## config.mk

```make
export PLATFORM = sky130hd
export DESIGN_NAME = thermocouple_scanner_flat
export DESIGN_NICKNAME = d
export VERILOG_FILES = /design/src/rtl/thermocouple_scanner_if.sv /design/src/rtl/thermocouple_scanner.sv /design/src/flat_wrapper.sv
export SDC_FILE = /design/constraint.sdc
export NUM_CORES = 1
export LEC_CHECK = 0
export ABC_CLOCK_PERIOD_IN_PS = 3800
export BUFFER_PORTS_ARGS = -buffer_cell sky130_fd_sc_hd__buf_2
export CAP_MARGIN = 20
export CORE_UTILIZATION = 30
export CTS_CLUSTER_SIZE = 14
export DETAILED_ROUTE_END_ITERATION = 8
export SYNTH_ARGS = -nofsm -noshare
export SYNTH_HDL_FRONTEND = slang
export SYNTH_SLANG_ARGS = --single-unit
```

## constraint.sdc

```tcl
create_clock -name clk -period 3.8 [get_ports clk]
set_clock_uncertainty 0.2 [all_clocks]
set_input_delay 0.57 -clock clk [delete_from_list [all_inputs] [get_ports clk]]
set_output_delay 0.57 -clock clk [all_outputs]
set_load 0.01 [all_outputs]
```

## src/rtl/thermocouple_scanner_if.sv

```systemverilog
// Signal bundle between the thermocouple scan controller, the shared SPI master
// and the temperature-logging logic. The master modport is the scanner's view.
interface thermocouple_scanner_if #(
    parameter int CH_BITS = 2
);
    localparam int N_CH = 2 ** CH_BITS;

    logic [N_CH-1:0]    ch_enable;
    logic               clear_faults;
    logic               spi_not_busy;
    logic [31:0]        spi_rx_data;
    logic               spi_ena;
    logic [CH_BITS-1:0] cs_sel;
    logic               sample_valid;
    logic [CH_BITS-1:0] sample_ch;
    logic [13:0]        tc_temp_data;
    logic [11:0]        junction_temp_data;
    logic [3:0]         fault_bits;
    logic [N_CH-1:0]    fault_sticky;

    modport master (
        input  ch_enable, clear_faults, spi_not_busy, spi_rx_data,
        output spi_ena, cs_sel, sample_valid, sample_ch,
               tc_temp_data, junction_temp_data, fault_bits, fault_sticky
    );

    modport slave (
        output ch_enable, clear_faults, spi_not_busy, spi_rx_data,
        input  spi_ena, cs_sel, sample_valid, sample_ch,
               tc_temp_data, junction_temp_data, fault_bits, fault_sticky
    );
endinterface

```

## src/rtl/thermocouple_scanner.sv

```systemverilog
// Round-robin thermocouple scan controller: shares one 32-bit SPI master among
// N_CH channels, decodes each frame into a tagged sample and keeps sticky faults.
module thermocouple_scanner #(
    parameter int CLK_FREQ     = 6000,
    parameter int STARTUP_MULT = 3,
    parameter int GAP_MULT     = 1,
    parameter int CH_BITS      = 2,
    parameter int CBITS        = 15
) (
    input  logic                   clk,
    input  logic                   rst_n,
    thermocouple_scanner_if.master bus
);
    localparam int N_CH = 2 ** CH_BITS;
    localparam logic [CBITS-1:0] STARTUP_LAST = CBITS'(CLK_FREQ * STARTUP_MULT - 1);
    localparam logic [CBITS-1:0] GAP_LAST     = CBITS'(CLK_FREQ * GAP_MULT - 1);

    typedef enum logic [2:0] {
        ST_STARTUP = 3'd0,
        ST_PICK    = 3'd1,
        ST_REQ     = 3'd2,
        ST_BUSY    = 3'd3,
        ST_CAPTURE = 3'd4,
        ST_GAP     = 3'd5
    } state_t;

    state_t             state_r, state_nxt_s;
    logic [CBITS-1:0]   cnt_r, cnt_nxt_s;
    logic [CH_BITS-1:0] last_ch_r, cs_sel_r, sample_ch_r, pick_ch_s;
    logic               pick_found_s, capture_s, sample_valid_r;
    logic [13:0]        tc_temp_r;
    logic [11:0]        junction_temp_r;
    logic [3:0]         fault_bits_r;
    logic [N_CH-1:0]    fault_sticky_r, fault_set_s;
    logic               rx_unused_s;

    function automatic logic [CH_BITS-1:0] ch_offset(input logic [CH_BITS-1:0] base, input int off);
        ch_offset = base + CH_BITS'(off);
    endfunction

    // Round-robin search: walking offsets downward lets the nearest enabled channel after last_ch win.
    always_comb begin
        pick_found_s = 1'b0;
        pick_ch_s    = last_ch_r;
        for (int i = N_CH; i >= 1; i--) begin
            pick_found_s = pick_found_s | bus.ch_enable[ch_offset(last_ch_r, i)];
            pick_ch_s    = bus.ch_enable[ch_offset(last_ch_r, i)] ? ch_offset(last_ch_r, i) : pick_ch_s;
        end
    end

    // Next-state and delay-counter logic.
    always_comb begin
        state_nxt_s = state_r;
        cnt_nxt_s   = cnt_r;
        case (state_r)
            ST_STARTUP: begin
                if (cnt_r == STARTUP_LAST) begin
                    cnt_nxt_s   = {CBITS{1'b0}};
                    state_nxt_s = ST_PICK;
                end else begin
                    cnt_nxt_s   = cnt_r + CBITS'(1);
                end
            end
            ST_PICK: begin
                if (pick_found_s) begin
                    state_nxt_s = ST_REQ;
                end else begin
                    state_nxt_s = ST_PICK;
                end
            end
            ST_REQ: begin
                if (!bus.spi_not_busy) begin
                    state_nxt_s = ST_BUSY;
                end else begin
                    state_nxt_s = ST_REQ;
                end
            end
            ST_BUSY: begin
                if (bus.spi_not_busy) begin
                    state_nxt_s = ST_CAPTURE;
                end else begin
                    state_nxt_s = ST_BUSY;
                end
            end
            ST_CAPTURE: begin
                state_nxt_s = ST_GAP;
            end
            ST_GAP: begin
                if (cnt_r == GAP_LAST) begin
                    cnt_nxt_s   = {CBITS{1'b0}};
                    state_nxt_s = ST_PICK;
                end else begin
                    cnt_nxt_s   = cnt_r + CBITS'(1);
                end
            end
            default: begin
                cnt_nxt_s   = {CBITS{1'b0}};
                state_nxt_s = ST_PICK;
            end
        endcase
    end

    // Sticky fault set mask, driven from the sample registered on BUSY exit.
    always_comb begin
        fault_set_s = {N_CH{1'b0}};
        if ((state_r == ST_CAPTURE) && fault_bits_r[3]) begin
            fault_set_s[sample_ch_r] = 1'b1;
        end else begin
            fault_set_s = {N_CH{1'b0}};
        end
    end

    assign capture_s   = (state_r == ST_BUSY) && bus.spi_not_busy;
    assign rx_unused_s = bus.spi_rx_data[17] ^ bus.spi_rx_data[3];

    // State and counter registers.
    always_ff @(posedge clk or negedge rst_n) begin
        if (!rst_n) begin
            state_r <= ST_STARTUP;
            cnt_r   <= {CBITS{1'b0}};
        end else begin
            state_r <= state_nxt_s;
            cnt_r   <= cnt_nxt_s;
        end
    end

    // Channel selection, held from PICK exit until the next PICK decision.
    always_ff @(posedge clk or negedge rst_n) begin
        if (!rst_n) begin
            last_ch_r <= {CH_BITS{1'b1}};
            cs_sel_r  <= {CH_BITS{1'b0}};
        end else if ((state_r == ST_PICK) && pick_found_s) begin
            last_ch_r <= pick_ch_s;
            cs_sel_r  <= pick_ch_s;
        end else begin
            last_ch_r <= last_ch_r;
            cs_sel_r  <= cs_sel_r;
        end
    end

    // Frame decode: sampled on BUSY exit so the strobe is visible during CAPTURE.
    always_ff @(posedge clk or negedge rst_n) begin
        if (!rst_n) begin
            sample_valid_r  <= 1'b0;
            sample_ch_r     <= {CH_BITS{1'b0}};
            tc_temp_r       <= 14'd0;
            junction_temp_r <= 12'd0;
            fault_bits_r    <= 4'd0;
        end else begin
            sample_valid_r <= capture_s;
            if (capture_s) begin
                sample_ch_r     <= cs_sel_r;
                tc_temp_r       <= bus.spi_rx_data[31:18];
                junction_temp_r <= bus.spi_rx_data[15:4];
                fault_bits_r    <= {bus.spi_rx_data[16], bus.spi_rx_data[2:0]};
            end else begin
                sample_ch_r     <= sample_ch_r;
                tc_temp_r       <= tc_temp_r;
                junction_temp_r <= junction_temp_r;
                fault_bits_r    <= fault_bits_r;
            end
        end
    end

    // Sticky faults: a coincident set beats clear_faults for its own channel only.
    always_ff @(posedge clk or negedge rst_n) begin
        if (!rst_n) begin
            fault_sticky_r <= {N_CH{1'b0}};
        end else if (bus.clear_faults) begin
            fault_sticky_r <= fault_set_s;
        end else begin
            fault_sticky_r <= fault_sticky_r | fault_set_s;
        end
    end

    assign bus.spi_ena            = (state_r == ST_REQ) && bus.spi_not_busy;
    assign bus.cs_sel             = cs_sel_r;
    assign bus.sample_valid       = sample_valid_r;
    assign bus.sample_ch          = sample_ch_r;
    assign bus.tc_temp_data       = tc_temp_r;
    assign bus.junction_temp_data = junction_temp_r;
    assign bus.fault_bits         = fault_bits_r;
    assign bus.fault_sticky       = fault_sticky_r;
endmodule

```

## src/flat_wrapper.sv

```systemverilog
// flat-port wrapper written by rule: the top's interface ports become plain ports
module thermocouple_scanner_flat 
#(
    parameter int CLK_FREQ     = 6000,
    parameter int STARTUP_MULT = 3,
    parameter int GAP_MULT     = 1,
    parameter int CH_BITS      = 2,
    parameter int CBITS        = 15
)
  (clk, rst_n, bus_ch_enable, bus_clear_faults, bus_spi_not_busy, bus_spi_rx_data, bus_spi_ena, bus_cs_sel, bus_sample_valid, bus_sample_ch, bus_tc_temp_data, bus_junction_temp_data, bus_fault_bits, bus_fault_sticky);
  thermocouple_scanner_if #(.CH_BITS(CH_BITS)) bus_i ();
  input  logic clk;
  input  logic rst_n;
  input wire logic [$bits(bus_i.ch_enable)-1:0] bus_ch_enable;
  input wire logic [$bits(bus_i.clear_faults)-1:0] bus_clear_faults;
  input wire logic [$bits(bus_i.spi_not_busy)-1:0] bus_spi_not_busy;
  input wire logic [$bits(bus_i.spi_rx_data)-1:0] bus_spi_rx_data;
  output wire logic [$bits(bus_i.spi_ena)-1:0] bus_spi_ena;
  output wire logic [$bits(bus_i.cs_sel)-1:0] bus_cs_sel;
  output wire logic [$bits(bus_i.sample_valid)-1:0] bus_sample_valid;
  output wire logic [$bits(bus_i.sample_ch)-1:0] bus_sample_ch;
  output wire logic [$bits(bus_i.tc_temp_data)-1:0] bus_tc_temp_data;
  output wire logic [$bits(bus_i.junction_temp_data)-1:0] bus_junction_temp_data;
  output wire logic [$bits(bus_i.fault_bits)-1:0] bus_fault_bits;
  output wire logic [$bits(bus_i.fault_sticky)-1:0] bus_fault_sticky;
  assign bus_i.ch_enable = bus_ch_enable;
  assign bus_i.clear_faults = bus_clear_faults;
  assign bus_i.spi_not_busy = bus_spi_not_busy;
  assign bus_i.spi_rx_data = bus_spi_rx_data;
  assign bus_spi_ena = bus_i.spi_ena;
  assign bus_cs_sel = bus_i.cs_sel;
  assign bus_sample_valid = bus_i.sample_valid;
  assign bus_sample_ch = bus_i.sample_ch;
  assign bus_tc_temp_data = bus_i.tc_temp_data;
  assign bus_junction_temp_data = bus_i.junction_temp_data;
  assign bus_fault_bits = bus_i.fault_bits;
  assign bus_fault_sticky = bus_i.fault_sticky;
  thermocouple_scanner #(.CLK_FREQ(CLK_FREQ), .STARTUP_MULT(STARTUP_MULT), .GAP_MULT(GAP_MULT), .CH_BITS(CH_BITS), .CBITS(CBITS)) u_core (.clk(clk), .rst_n(rst_n), .bus(bus_i));
endmodule
```

Yosys cells after proc, flatten, opt, wreduce, memory -nomap -nowiden. Index checks and enable logic that the tools add are counted.

Flip-flop bits (word level): 59. Output and inout port bits: 40. Logic and storage cells: 65.

Add/sub/neg operators: 4. Magnitude comparators: 6. Equality and inequality tests: 9. Multiplexer cells: 24. Bitwise operators: 4. Reduce and logical (&&, ||, !) cells: 8.

Operators by type and width (number): one-hot mux 15 bit (3 select lines) (1); two-way mux 15 bit (2); one-hot mux 3 bit (6 select lines) (1); adder 15 x 1 -> 15 bit (second input constant) (1); == test 15 x 13 -> 1 bit (second input constant) (1); == test 15 bit (second input constant) (1); < comparator 2 x 3 -> 1 bit (second input constant) (5); two-way mux 3 bit (3); binary-select mux 1 bit (select 2 bit) (4); two-way mux 2 bit (4); two-way mux 4 bit (2); == test 3 x 2 -> 1 bit (second input constant) (2); == test 3 bit (second input constant) (2); two-way mux 1 bit (6); logical AND 1 bit (5); adder 2 bit (second input constant) (2); inequality test 2 x 1 -> 1 bit (second input constant) (2); bitwise OR 4 bit (1); OR reduction 4 bit (1); == test 3 x 1 -> 1 bit (second input constant) (1); logical NOT 3 bit (1); bitwise OR 1 bit (3); adder 2 x 1 -> 2 bit (second input constant) (1); demux 1 bit (select 2 bit) (1); 2 further kinds (2).

Logic depth before layout (Yosys ltp). Gate-level depths: netlist (run 1).

Depth in word-level cells: 8. Depth in mapped cells: 7. Depth with buffers taken out: 6.

Worst setup path after synthesis (run 1). No wires, ideal clock.

Path kind: reg2reg. From: register u_core.cnt_r[7]. To: register u_core.cnt_r[8]. Library setup time: 0.119 ns. Data arrival time: 1.755 ns. Data required time: 3.481 ns. Path slack: 1.727 ns. Cell stages (with the launch flop): 7. Clock period less this slack: 2.073 ns. Cell sequence: dfrtp_1 > or4b_4 > nor4_4 > o22a_4 > buf_8 > nor2_2 > o21a_1.

Longest elaborated chain between the ends: 3.

Ends and longest elaborated chain: start, declared (RTL line thermocouple_scanner.sv:28) `logic [CBITS-1:0] cnt_r, cnt_nxt_s;`; start signal, assigned (RTL line thermocouple_scanner.sv:120) `cnt_r <= {CBITS{1'b0}};`; start signal, assigned (RTL line thermocouple_scanner.sv:123) `cnt_r <= cnt_nxt_s;`; adder 15 x 1 -> 15 bit (tied with other cells) (RTL line thermocouple_scanner.sv:61, thermocouple_scanner.sv:93); two-way mux 15 bit, on equally long branches (RTL line thermocouple_scanner.sv:89, thermocouple_scanner.sv:57); one-hot mux 15 bit (3 select lines) (*) (RTL line thermocouple_scanner.sv:55) `case (state_r)`.

Every way passes the cells marked *; elsewhere a longest branch is shown, timed or not. A chain may end at the register's enable or synchronous reset.

Final worst setup path (run 1).
From: register u_core.state_r[2]. To: register u_core.sample_ch_r[0] (netlist: u_core.bus.sample_ch[0]).

Longest elaborated chain between the ends: 2.

Ends and longest elaborated chain: start, declared (RTL line thermocouple_scanner.sv:27) `state_t state_r, state_nxt_s;`; start signal, assigned (RTL line thermocouple_scanner.sv:122) `state_r <= state_nxt_s;`; == test 3 x 2 -> 1 bit (RTL line thermocouple_scanner.sv:113) `assign capture_s = (state_r == ST_BUSY) && bus.spi_not_busy;`; logical AND 1 bit (RTL line thermocouple_scanner.sv:113); end signal, assigned (RTL line thermocouple_scanner.sv:145) `sample_ch_r <= {CH_BITS{1'b0}};`; end signal, assigned (RTL line thermocouple_scanner.sv:152) `sample_ch_r <= cs_sel_r;`; end signal, assigned (RTL line thermocouple_scanner.sv:157) `sample_ch_r <= sample_ch_r;`; end, declared (RTL line thermocouple_scanner.sv:29) `logic [CH_BITS-1:0] last_ch_r, cs_sel_r, sample_ch_r, pick_ch_s;`.

No other way between the ends.

==> results.env, run 1 <==
RUN_STATUS='complete, no violations'
POSTPLACECELLAREA_UM2=3140
GLOBAL_ROUTE_WIRE_LENGTH_BEFORE_REPAIR_UM=9690
CLOCK_INSERTION_DELAY_WORST_SKEW_NS=0.33
SHARE_COMB_OF_TOTAL_POWER_PCT=3.1
CRIT_SLOWEST_CELL='sky130_fd_sc_hd__clkinv_1'
SYNTH-SEQ-CELLS=59
COREAREA_UM2=8680
FINAL_CELLS=476
DP_CELLS=461
USE_MET3_PCT=4.15
NETS=405
DRT_DRC_VIOLATIONS_LEFT=0
CTS-BUFFERS-INSERTED=9
DR.PASS1.ITERS=4
CTS_TREE='done'
MAXCLOCKFREQUENCY_MHz=398
ROUTED_WIRELENGTH_UM=5990
LAYOUT_MIN_CYCLE_TIME_NS=2.51
ROWS=34
INITIAL_UTILIZATION_PCT=30.9
POWER-PER-CELL-AREA_nW_PER_UM2=354
ANTENNA_VIOLATIONS_BEFORE_REPAIR=0
ASYNC_FLOP_SHARE_PCT=100
SYNTHDOMINANTCELLAREASHARE_PCT=53.3
FINAL-SETUP-VIOL-COUNT=0
CRIT_PATH_MAX_INCR_DELAY_NS=0.80
HTREE_LEVELS=3
GRT_USE_TOTAL_PCT=13.9
POST_SYNTH.CELL_AREA_AVG_UM2=9.33
ARRIVAL_NS=2.54
WORST_MAX_SLEW_PIN_SLEW_NS=0.893
POWER.LEAKAGE_nW=1.81
GLOBALROUTE.TOTALOVERFLOW=0
ROUTED_VIA_DENSITY=4.66
FIN_SETUP_TNS_NS=0
VIA_COUNT_OF_THE_FIRST_GLOBAL_ROUTING_PASS=2021
POWER.SHARE.CLOCK_PCT=43.4
BUSIEST_GRT_LAYER='met2'
SYNTH.AREA.TOP_CELLS='sky130_fd_sc_hd__dfrtp_1 (53%), sky130_fd_sc_hd__nand2_1 (15%), sky130_fd_sc_hd__o21ai_0 (2.2%)'
CTS_ROOT_BUFFER='sky130_fd_sc_hd__clkbuf_8'
SYNTHTOLAYOUTAREAGROWTH_PCT=24.1
ANTENNADIODECOUNT=0
SWITCHINGPOWER_mW=0.246
HOLD_CRIT_PATH_TYPE='input pin to async pin'
CHIPWIDTH_UM=96.5
SEQUENTIALPOWERSHARE_PCT=53.5
GRT_SETUP_UNREPAIRED='no'
POSTCTSRESIZEDCELLS=0
FINALINSTANCEAREA_UM2=3320
MAXIMUM_NUMBER_OF_PINS_ON_ONE_NET_BEFORE_GLOBAL_ROUTE_REPAIR=35
DRT.ANTENNA.VIOLATING_NETS=0
SYNTH_EDF_COUNT=0
CRITPATHREQUIREDTIME_NS=3.83
POST-SYNTH-TOP-AREA-CELL='sky130_fd_sc_hd__dfrtp_1'
LAYOUT_WORST_PATH_CYCLE_SHARE_PCT=66.1
CELL_INTERNAL_PWR_mW=0.929
POST_ROUTE_CELLS_DRIVE_ABOVE_1_SHARE_PCT=28.3
TIMING.CRITICAL_PATH.CELLS='nand4b_1 > buf_4 > clkinv_1 > o21ai_0'
MET1_USAGE_PCT=17.0
MAXSLEWHEADROOM_PCT=40.1
GP_CONGESTION=0.776
POST_SYNTH_INST_COUNT=287
HPWL_UM=4250
PIN_COUNT=80
DIE_HEIGHT_UM=96.5
TIMING.FINAL.MAX_SLEW_VIOLATIONS=0
NUMPORTBUFFERS=77
SYN-CELL-AREA_UM2=2680
TIMING.CRITICAL_PATH.BUF_INV=2
FIN_WORST_HOLD_SLACK_NS=0.0996
CTS.CLK_SLEW.WORST_PATHS_NS=0.06
CTS.PATH.MAX_BUFFERS=2
CLOCK-SINKS=59
POSTCTSHOLDBUFS=0
FINAL.FILL_COUNT=916
DRT_FIRST_ITER_VIOLATIONS=99
HOLD_VIOL_FINAL=0
NETSWITCHINGFRACTION_PCT=21.0
SYNTH.YOSYS.SEQ_AREA_SHARE_PCT=55.2
WORST_VDD_IR_mV=0.217
CRIT_FANOUT=34
WORST_SETUP_PATH_START_KIND='flip-flop'
VIA_COUNT=2219
WL_PER_CELL_UM=12.6
SYNTH.NET_COUNT=328
KIND_OF_CELL_WITH_THE_HIGHEST_COMBINED_DELAY_ON_THE_CRITICAL_PATH='buffers and inverters'
WORSTSETUPENDPOINTTYPE='flip-flop'
GLOBALROUTEMET2UTIL_PCT=22.2
DIEAREA_UM2=9310
POST-CTS-SETUP-BUFFERS=0
MAX_CAP_VIOL_COUNT=0
PNR_TOTAL_POWER_mW=1.18
POSTSYNTH.TOPFLOPCELL='sky130_fd_sc_hd__dfrtp_1'
TIMING.SETUP.CRITICAL_PATH_CLASS='flip-flop to flip-flop'
SYNTH_WARN=0
SYNTHDISTINCTLIBCELLS=51
## cells in the final DEF, fill, tap and decap left out, drive strengths merged, types with 2 or more instances in the layout
master   netlist  final
xor2           2      2
dfrtp         57     57
nor4           5      5
nand3b         2      2
o2bb2ai        3      3
and2           2      2
o211ai         2      2
clkbuf        10     13
nand4          2      2
nand3          6      6
o21ai         13     13
a22o           2      2
clkinv         1      3
xnor2          2      2
a21oi          3      3
mux2i          2      2
dfstp          2      2
nand2        110    110
a21o           3      3
and3           6      6
buf            3     79
o21a           4      4
nand4b         3      3
or4            2      2
nor3b          2      2
nor2          15     15
nor3           5      5
inv            4      4
## power by group through the flow
stage	Combinational (mW)	Clock (mW)	Sequential [mW]
floorplan	0.00414	0	0.640
global placement	0.0375	0	0.640
detailed placement	0.0383	0	0.640
CTS	0.0385	0.535	0.628
finish	0.0367	0.510	0.628
global route	0.0428	0.562	0.628
## synthesized netlist by cell type (all sizes together) (4+ instances only)
cell type and count:
and3 6, o21a 4, clkbuf 10, dfrtp 57, nor3 5, nand2 110, o21ai 13, nor4 5
nand3 6, inv 4, nor2 15
## routing by layer
| layer | vias to the layer above | share of wire (%) |
|---|---|---|
| li1 | 1115 | - |
| met1 | 1043 | 45 |
| met2 | 52 | 48 |
| met3 | 9 | 4.9 |
| met4 | 0 | 1.6 |
| met5 | - | 0 |
## logic make-up after synthesis
group           share of synthesized area, %
compound gates                          9.95
xor+xnor                                1.31
fa+ha+maj                              0.467
buf+inv                                 3.27
flops                                   55.2
mux                                    0.748
simple gates                            29.0
## state kept, by name, summed over array words and instances (netlist names)
register,cells
u_core.bus.cs_sel,2
u_core.bus.fault_bits,4
u_core.bus.fault_sticky,4
u_core.bus.junction_temp_data,12
u_core.bus.sample_ch,2
u_core.bus.sample_valid,1
u_core.bus.tc_temp_data,14
u_core.cnt_r,15
u_core.last_ch_r,2
u_core.state_r,3
## through the flow
step | util [%] | setup WS, ns
detailed placement | 36.2 | 1.08
finish | 38.3 | 1.29
floorplan | - | 1.73
global route | 38.3 | 1.04
CTS | 38.3 | 1.22
global placement | 36.2 | 1.07
## cell type report
class | count | area (um2) | area share, %
Multi-Input combinational cell | 210 | 1110 | 33.4
Inverter | 5 | 18.8 | 0.565
Clock buffer | 13 | 169 | 5.08
Timing Repair Buffer | 79 | 400 | 12.0
Tap cell | 108 | 135 | 4.07
Sequential cell | 59 | 1480 | 44.5
Clock inverter | 2 | 10.0 | 0.301
## final timing paths
check,cells past startpoint,startpoint,end,slack (ns)
max in group asynchronous,2,rst_n,u_core.cnt_r[14],2.48
hold / removal,1,rst_n,u_core.bus.tc_temp_data[10],0.1
setup reg to reg,4,u_core.state_r[2],u_core.bus.sample_ch[0],1.29
min in group clk,3,bus_spi_rx_data[20],u_core.bus.tc_temp_data[2],0.22
hold reg to reg,2,u_core.bus.junction_temp_data[4],u_core.bus.junction_temp_data[4],0.27
setup / recovery,4,u_core.state_r[2],u_core.bus.sample_ch[0],1.29
(Power assumes the default switching activity.)
==> run 2, diff against run 1 <==
--- a/config.mk
+++ b/config.mk
@@ -5,7 +5,7 @@
 export SDC_FILE = /design/constraint.sdc
 export NUM_CORES = 1
 export LEC_CHECK = 0
-export ABC_CLOCK_PERIOD_IN_PS = 3800
+export ABC_CLOCK_PERIOD_IN_PS = 2150
 export BUFFER_PORTS_ARGS = -buffer_cell sky130_fd_sc_hd__buf_2
 export CAP_MARGIN = 20
 export CORE_UTILIZATION = 30
==> constraint.sdc (replaced) <==
create_clock -name clk -period 2.15 [get_ports clk]
set_clock_uncertainty 0.2 [all_clocks]
set_input_delay 0.3225 -clock clk [delete_from_list [all_inputs] [get_ports clk]]
set_output_delay 0.3225 -clock clk [all_outputs]
set_load 0.01 [all_outputs]
==> run 2 against run 1 <==
Critical path depth is 1 higher. Combinational power grew to 3.1 times the previous value. Power is 78% higher. Register-to-register slack worse by 1.2 ns. Critical path type unchanged. Utilization is 6.2 points higher. Critical endpoint is now u_core.cnt_r[2].
==> results.env, run 2 (synthesis gave the netlist of run 1 again) <==
CRITPATHREQUIREDTIME_NS=2.16  # -1.67 ns
DRT_DRC_VIOLATIONS_LEFT=0  # unchanged
LARGEST_REGISTER_FFS=15  # unchanged
GRT_SETUP_UNREPAIRED='yes'
HOLD_CRIT_PATH_TYPE='input pin to flip-flop'
CELL_INTERNAL_PWR_mW=1.62  # +75%
FINAL_COMMON_CELL='sky130_fd_sc_hd__nand2_1'
LAYOUT_WORST_PATH_CYCLE_SHARE_PCT=97.6  # +32 points
TIMING.CRITICAL_PATH.CELLS='or4b_4 > nor4_4 > o22a_4 > and2_2 > nor3_1'
PIN_COUNT=80  # unchanged
POWER.SHARE.CLOCK_PCT=41.6  # -1.8 points
HOLD_VIOL_FINAL=0  # unchanged
SYNTHTOLAYOUTAREAGROWTH_PCT=44.3
LARGEST_REGISTER='u_core.cnt_r'
MET1_USAGE_PCT=22.0  # +5.0 points
POWER.LEAKAGE_nW=2.08  # +15%
DRT_FIRST_ITER_VIOLATIONS=162  # +64%
TIMING.FINAL.MAX_SLEW_VIOLATIONS=0  # unchanged
CLOCK-SINKS=59  # unchanged
WORSTSETUPENDPOINTTYPE='flip-flop'
NETS=460  # +14%
CTS-BUFFERS-INSERTED=9  # unchanged
FINAL-SETUP-VIOL-COUNT=0  # unchanged
CTS.PATH.MAX_BUFFERS=2  # unchanged
MAX_CAP_VIOL_COUNT=0  # unchanged
COREAREA_UM2=8680  # unchanged
ANTENNA_VIOLATIONS_BEFORE_REPAIR=0  # unchanged
FIN_SETUP_TNS_NS=0  # unchanged
SHARE_COMB_OF_TOTAL_POWER_PCT=5.4  # +2.3 points
ROWS=34  # unchanged
TIMING.CRITICAL_PATH.BUF_INV=0  # -2
NETSWITCHINGFRACTION_PCT=22.6  # +1.6 points
DIEAREA_UM2=9310  # unchanged
GLOBAL_ROUTE_WIRE_LENGTH_BEFORE_REPAIR_UM=11300  # +16%
KIND_OF_CELL_WITH_THE_HIGHEST_COMBINED_DELAY_ON_THE_CRITICAL_PATH='simple AND/OR/NAND/NOR gates'
BUSIEST_GRT_LAYER='met2'
USE_MET3_PCT=2.27  # -1.9 points
FIN_WORST_HOLD_SLACK_NS=0.100  # +0.000608 ns
GLOBALROUTEMET2UTIL_PCT=25.2  # +3.0 points
CTS_ROOT_BUFFER='sky130_fd_sc_hd__clkbuf_8'
LAYOUT_MIN_CYCLE_TIME_NS=2.10  # -0.412 ns
SEQUENTIALPOWERSHARE_PCT=53.0  # -0.5 points
NUMPORTBUFFERS=77  # unchanged
VIA_COUNT=2524  # +14%
PNR_TOTAL_POWER_mW=2.09  # +78%
CRIT_FANOUT=8  # -76%
CTS.CLK_SLEW.WORST_PATHS_NS=0.06  # about the same
CRIT_PATH_MAX_INCR_DELAY_NS=0.57  # -0.23 ns
ARRIVAL_NS=2.11  # -0.43 ns
WORST_SETUP_PATH_START_KIND='flip-flop'
WORST_VDD_IR_mV=0.326  # +50%
ROUTED_WIRELENGTH_UM=7000  # +17%
WL_PER_CELL_UM=13.2  # +4.6%
HTREE_LEVELS=3  # unchanged
MAXCLOCKFREQUENCY_MHz=477  # +20%
TIMING.SETUP.CRITICAL_PATH_CLASS='flip-flop to flip-flop'
SWITCHINGPOWER_mW=0.473  # +92%
CTS_TREE='done'
ROUTED_VIA_DENSITY=4.74  # +1.8%
HPWL_UM=4500  # +6.0%
GLOBALROUTE.TOTALOVERFLOW=0  # unchanged
GRT_USE_TOTAL_PCT=16.2  # +2.3 points
WORST_MAX_SLEW_PIN_SLEW_NS=0.402  # -0.491 ns
CLOCK_INSERTION_DELAY_WORST_SKEW_NS=0.33  # about the same
POWER-PER-CELL-AREA_nW_PER_UM2=542  # +53%
DRT.ANTENNA.VIOLATING_NETS=0  # unchanged
DIE_HEIGHT_UM=96.5  # unchanged
MAXIMUM_NUMBER_OF_PINS_ON_ONE_NET_BEFORE_GLOBAL_ROUTE_REPAIR=45  # +29%
POST_ROUTE_CELLS_DRIVE_ABOVE_1_SHARE_PCT=31.4  # +3.1 points
CRIT_SLOWEST_CELL='sky130_fd_sc_hd__or4b_4'
GP_CONGESTION=0.788  # +1.6%
RUN_STATUS='complete, no violations'
ANTENNADIODECOUNT=0  # unchanged
INITIAL_UTILIZATION_PCT=30.9  # unchanged
VIA_COUNT_OF_THE_FIRST_GLOBAL_ROUTING_PASS=2310  # +14%
DR.PASS1.ITERS=4  # unchanged
CHIPWIDTH_UM=96.5  # unchanged
LAYOUT_COMMON_CELLS='sky130_fd_sc_hd__nand2_1 (110), sky130_fd_sc_hd__buf_2 (77), sky130_fd_sc_hd__dfrtp_1 (57)'
MAXSLEWHEADROOM_PCT=72.9  # +33 points
==> run 2: worst paths after layout <==
path	from	to	slack, ns	cells after the start
worst max-delay path	u_core.cnt_r[11]	u_core.cnt_r[2]	0.05	5
worst min-delay path	bus_spi_not_busy	u_core.state_r[1]	0.10	4
worst max register to register	u_core.cnt_r[11]	u_core.cnt_r[2]	0.05	5
worst min register to register	u_core.bus.tc_temp_data[5]	u_core.bus.tc_temp_data[5]	0.27	2
max in group asynchronous	rst_n	u_core.last_ch_r[0]	0.88	3
min in group asynchronous	rst_n	u_core.bus.tc_temp_data[6]	0.24	2
==> run 2: tightest hold or removal path, stage by stage <==
cell,delay (ns)
sky130_fd_sc_hd__buf_2,0.10
sky130_fd_sc_hd__nand2_1,0.05
sky130_fd_sc_hd__nand2_1,0.05
sky130_fd_sc_hd__a21oi_1,0.06
==> run 2: final cells by class <==
cell class / count / area [um2]
repair buffers: 133 / 918
clock buffers: 11 / 141
fillers: 865 / 4810
inverters: 5 / 18.8
multi-input cells: 211 / 1140
clock inverters: 5 / 28.8
flip-flops and latches: 59 / 1480
well taps: 108 / 135
==> run 2: per-stage QoR <==
step,instances,worst slack (ns),util (%),area (um2)
after CTS,531,0.0278,44.0,3820
final,532,0.0515,44.5,3860
after global placement,478,-0.0138,37.8,3280
after global routing,532,-0.0289,44.5,3860
after detailed placement,478,-0.0541,37.8,3280
after floorplan,287,0.0767,-,2680
==> run 2: per-layer routing <==
layer | vias to the layer above | wire length [um]
met4 | 0 | 153
met2 | 64 | 3370
li1 | 1237 | -
met1 | 1211 | 3250
met3 | 12 | 227
met5 | - | 0
==> run 2: power by group through the flow <==
| stage | clock network (mW) | logic (mW) | registers, mW |
|---|---|---|---|
| CTS | 0.906 | 0.114 | 1.11 |
| floorplan | 0 | 0.00731 | 1.13 |
| finish | 0.872 | 0.112 | 1.11 |
| detailed placement | 0 | 0.0705 | 1.13 |
| global placement | 0 | 0.0690 | 1.13 |
| global route | 0.956 | 0.127 | 1.11 |
==> run 2: what timing repair did <==
item	4_1_cts	5_1_grt
pin swaps	2	1
endpoints found under the hold margin	45	0
cloned	1	0
gates resized for setup	1	11
buffers inserted	5	1
hold buffers	31	0
setup endpoints to repair	8	10
==> run 3, diff against run 2 <==
--- a/config.mk
+++ b/config.mk
@@ -5,10 +5,11 @@
 export SDC_FILE = /design/constraint.sdc
 export NUM_CORES = 1
 export LEC_CHECK = 0
-export ABC_CLOCK_PERIOD_IN_PS = 2150
+export ABC_CLOCK_PERIOD_IN_PS = 2200
 export BUFFER_PORTS_ARGS = -buffer_cell sky130_fd_sc_hd__buf_2
 export CAP_MARGIN = 20
 export CORE_UTILIZATION = 30
+export CTS_CLUSTER_DIAMETER = 60
 export CTS_CLUSTER_SIZE = 14
 export DETAILED_ROUTE_END_ITERATION = 8
 export SYNTH_ARGS = -nofsm -noshare
==> constraint.sdc (replaced) <==
create_clock -name clk -period 2.2 [get_ports clk]
set_clock_uncertainty 0.2 [all_clocks]
set_input_delay 0.33 -clock clk [delete_from_list [all_inputs] [get_ports clk]]
set_output_delay 0.33 -clock clk [all_outputs]
set_load 0.01 [all_outputs]
==> run 3 against run 2 <==
Worst hold slack got worse by 0.0040 ns. First-iteration DRC count decreased by 33%. Critical path depth increased by 3. Die area unchanged. Clock power increased by 6.8%. Register-to-register slack improved by 0.03 ns. Setup slack improved by 0.030 ns. Sequential share of layout area increased by 0.99 points. Sequential power about the same. Combinational power about the same. Fmax decreased by 0.95%. Via count decreased by 3.1%. Critical endpoint is now u_core.cnt_r[4]. Largest power group unchanged.
==> results.env, run 3 (synthesis gave the netlist of run 1 again) <==
ROWS=34  # unchanged
SYNTHTOLAYOUTAREAGROWTH_PCT=40.7
DP_SLACK_NS=-0.0457  # +0.00843 ns
ROUTED_VIA_DENSITY=4.71  # -0.70%
HOLD_PATH_DEPTH=4  # unchanged
ROUTED_WIRELENGTH_UM=6620  # -5.4%
HPWL_UM=4270  # -5.2%
CTS.CLK_SLEW.WORST_PATHS_NS=0.07  # about the same
MAXCLOCKFREQUENCY_MHz=472  # -0.95%
GRT_USE_TOTAL_PCT=15.7  # -0.57 points
POST-ROUTE-WORST-SETUP-SLACK_NS=0.0815  # +0.0300 ns
WORST_SETUP_PATH_START_KIND='flip-flop'
CRITPATHREQUIREDTIME_NS=2.22  # +0.06 ns
DP_CELLS=470  # -1.7%
VIA_COUNT=2445  # -3.1%
HTREE_LEVELS=3  # unchanged
GLOBAL_ROUTE_WIRE_LENGTH_BEFORE_REPAIR_UM=10900  # -3.6%
DIE_HEIGHT_UM=96.5  # unchanged
HOLD_VIOL_FINAL=0  # unchanged
REG2REG_SETUP_SLACK_NS=0.08  # +0.03 ns
LAYOUT_COMMON_CELLS='sky130_fd_sc_hd__nand2_1 (110), sky130_fd_sc_hd__buf_2 (77), sky130_fd_sc_hd__dfrtp_1 (57)'
CTS_ROOT_BUFFER='sky130_fd_sc_hd__clkbuf_8'
MAXSLEWHEADROOM_PCT=72.9  # about the same
POWER-PER-CELL-AREA_nW_PER_UM2=564  # +4.1%
WL_PER_CELL_UM=12.8  # -3.0%
GLOBALROUTE.TOTALOVERFLOW=0  # unchanged
CTS-BUFFERS-INSERTED=9  # unchanged
MAXIMUM_NUMBER_OF_PINS_ON_ONE_NET_BEFORE_GLOBAL_ROUTE_REPAIR=60  # +33%
CHIPWIDTH_UM=96.5  # unchanged
LAYOUT_WORST_PATH_CYCLE_SHARE_PCT=96.3  # -1.3 points
ANTENNA_VIOLATIONS_BEFORE_REPAIR=0  # unchanged
GP_CONGESTION=0.745  # -5.4%
ANTENNADIODECOUNT=0  # unchanged
POST_ROUTE_CELLS_DRIVE_ABOVE_1_SHARE_PCT=28.7  # -2.7 points
CLOCK_INSERTION_DELAY_WORST_SKEW_NS=0.33  # about the same
PNR_TOTAL_POWER_mW=2.13  # +1.5%
POWER.LEAKAGE_nW=2.01  # -3.4%
COREAREA_UM2=8680  # unchanged
TIMING.REG2REG.WORST_PATH_DEPTH=8  # +3
TIMING.SETUP.CRITICAL_PATH_CLASS='flip-flop to flip-flop'
LARGEST_REGISTER='u_core.cnt_r'
FINAL_CELLS=519  # -2.4%
CRIT_FANOUT=7  # -1
NUMPORTBUFFERS=77  # unchanged
CLOCK-SINKS=59  # unchanged
DRT_DRC_VIOLATIONS_LEFT=0  # unchanged
PIN_COUNT=80  # unchanged
POSTPLACECELLAREA_UM2=3220  # -1.8%
CTS.PATH.MAX_BUFFERS=2  # unchanged
LAYOUT_MIN_CYCLE_TIME_NS=2.12  # +0.0200 ns
LARGEST_REGISTER_FFS=15  # unchanged
CRIT_PATH_START='u_core.cnt_r[0]'
FINAL_COMMON_CELL='sky130_fd_sc_hd__nand2_1'
HOLD_CRIT_PATH_TYPE='input pin to flip-flop'
CRITPATHCAPTURE='u_core.cnt_r[4]'
DRT.ANTENNA.VIOLATING_NETS=0  # unchanged
VIA_COUNT_OF_THE_FIRST_GLOBAL_ROUTING_PASS=2341  # +1.3%
RUN_STATUS='complete, no violations'
INITIAL_UTILIZATION_PCT=30.9  # unchanged
DRT_FIRST_ITER_VIOLATIONS=108  # -33%
FIN_SETUP_TNS_NS=0  # unchanged
FINAL-SETUP-VIOL-COUNT=0  # unchanged
TIMING.FINAL.MAX_SLEW_VIOLATIONS=0  # unchanged
FINAL.FILL_COUNT=861  # -0.46%
FINAL_CORE_UTILIZATION_PCT=43.4  # -1.1 points
WORSTSETUPENDPOINTTYPE='flip-flop'
CTS_TREE='done'
RR_STARTPOINT='u_core.cnt_r[0]'
FINALINSTANCEAREA_UM2=3770  # -2.5%
CRITICAL_PATH.REG2REG.ENDPOINT='u_core.cnt_r[4]'
FIN_WORST_HOLD_SLACK_NS=0.0962  # -0.00400 ns
DR.PASS1.ITERS=4  # unchanged
DIEAREA_UM2=9310  # unchanged
MAX_CAP_VIOL_COUNT=0  # unchanged
WORST_VDD_IR_mV=0.353  # +8.1%
ARRIVAL_NS=2.14  # +0.03 ns
WORST_MAX_SLEW_PIN_SLEW_NS=0.403  # +0.000781 ns
NETS=448  # -2.6%
==> run 3: cell count changes in the layout (fill, tap and decap cells not counted), moves of 2 or more <==
cell / delta
sky130_fd_sc_hd__buf_4: -7
sky130_fd_sc_hd__buf_6: -6
sky130_fd_sc_hd__clkinv_2: -2
sky130_fd_sc_hd__clkinvlp_4: +2
==> run 3: worst min path at each step <==
stage          slack [ns]             start                    endpoint
5_1_grt              0.09  bus_spi_not_busy           u_core.state_r[1]
3_5_place_dp         0.17             rst_n  u_core.bus.tc_temp_data[5]
4_1_cts              0.07  bus_spi_not_busy           u_core.state_r[1]
2_1_floorplan       -0.17             rst_n        u_core.bus.cs_sel[0]
3_3_place_gp         0.17             rst_n  u_core.bus.tc_temp_data[5]
6_report              0.1  bus_spi_not_busy           u_core.state_r[1]
==> run 3: critical path, cell delays in order (launching register included) <==
cell and delay, ns:
sky130_fd_sc_hd__dfrtp_1 0.39, sky130_fd_sc_hd__ha_2 0.22, sky130_fd_sc_hd__nand4b_1 0.11, sky130_fd_sc_hd__buf_4 0.18
sky130_fd_sc_hd__nor4_4 0.35, sky130_fd_sc_hd__o22a_4 0.25, sky130_fd_sc_hd__buf_12 0.11, sky130_fd_sc_hd__o21ai_1 0.05
sky130_fd_sc_hd__o2bb2ai_1 0.15
==> run 3: timing repair <==
item,in CTS,in global routing
hold endpoints to repair,87,0
gates cloned,1,0
resized for setup,1,2
endpoints found under the setup margin,8,13
pin swaps,2,1
setup buffers,1,1
hold buffers,31,0
==> run 3: layer usage <==
metal / part of all wire [%] / vias to the layer above / GRT usage [%] / wire length, um
met5: 0 / - / 0 / 0
met4: 2.2 / 0 / 8.09 / 145
met3: 4.9 / 11 / 3.99 / 324
met2: 50 / 68 / 25.5 / 3280
met1: 43 / 1161 / 19.2 / 2870
li1: - / 1205 / - / -
==> run 3: final cells by class <==
| cell class | count | area, um2 | area share [%] |
|---|---|---|---|
| repair buffers | 121 | 818 | 21.7 |
| clock inverters | 5 | 55.1 | 1.46 |
| flip-flops and latches | 59 | 1480 | 39.3 |
| inverters | 5 | 18.8 | 0.498 |
| well taps | 108 | 135 | 3.59 |
| multi-input cells | 211 | 1130 | 30.1 |
| clock buffers | 10 | 128 | 3.39 |
==> run 3: report_power, final <==
group / total, mW / switching [mW] / leakage [nW] / internal [mW]
clock network: 0.931 / 0.419 / 0.0881 / 0.512
registers: 1.08 / 0.000000000000000165 / 0.787 / 1.08
logic: 0.110 / 0.0431 / 1.13 / 0.0667
total: 2.13 / 0.462 / 2.01 / 1.66
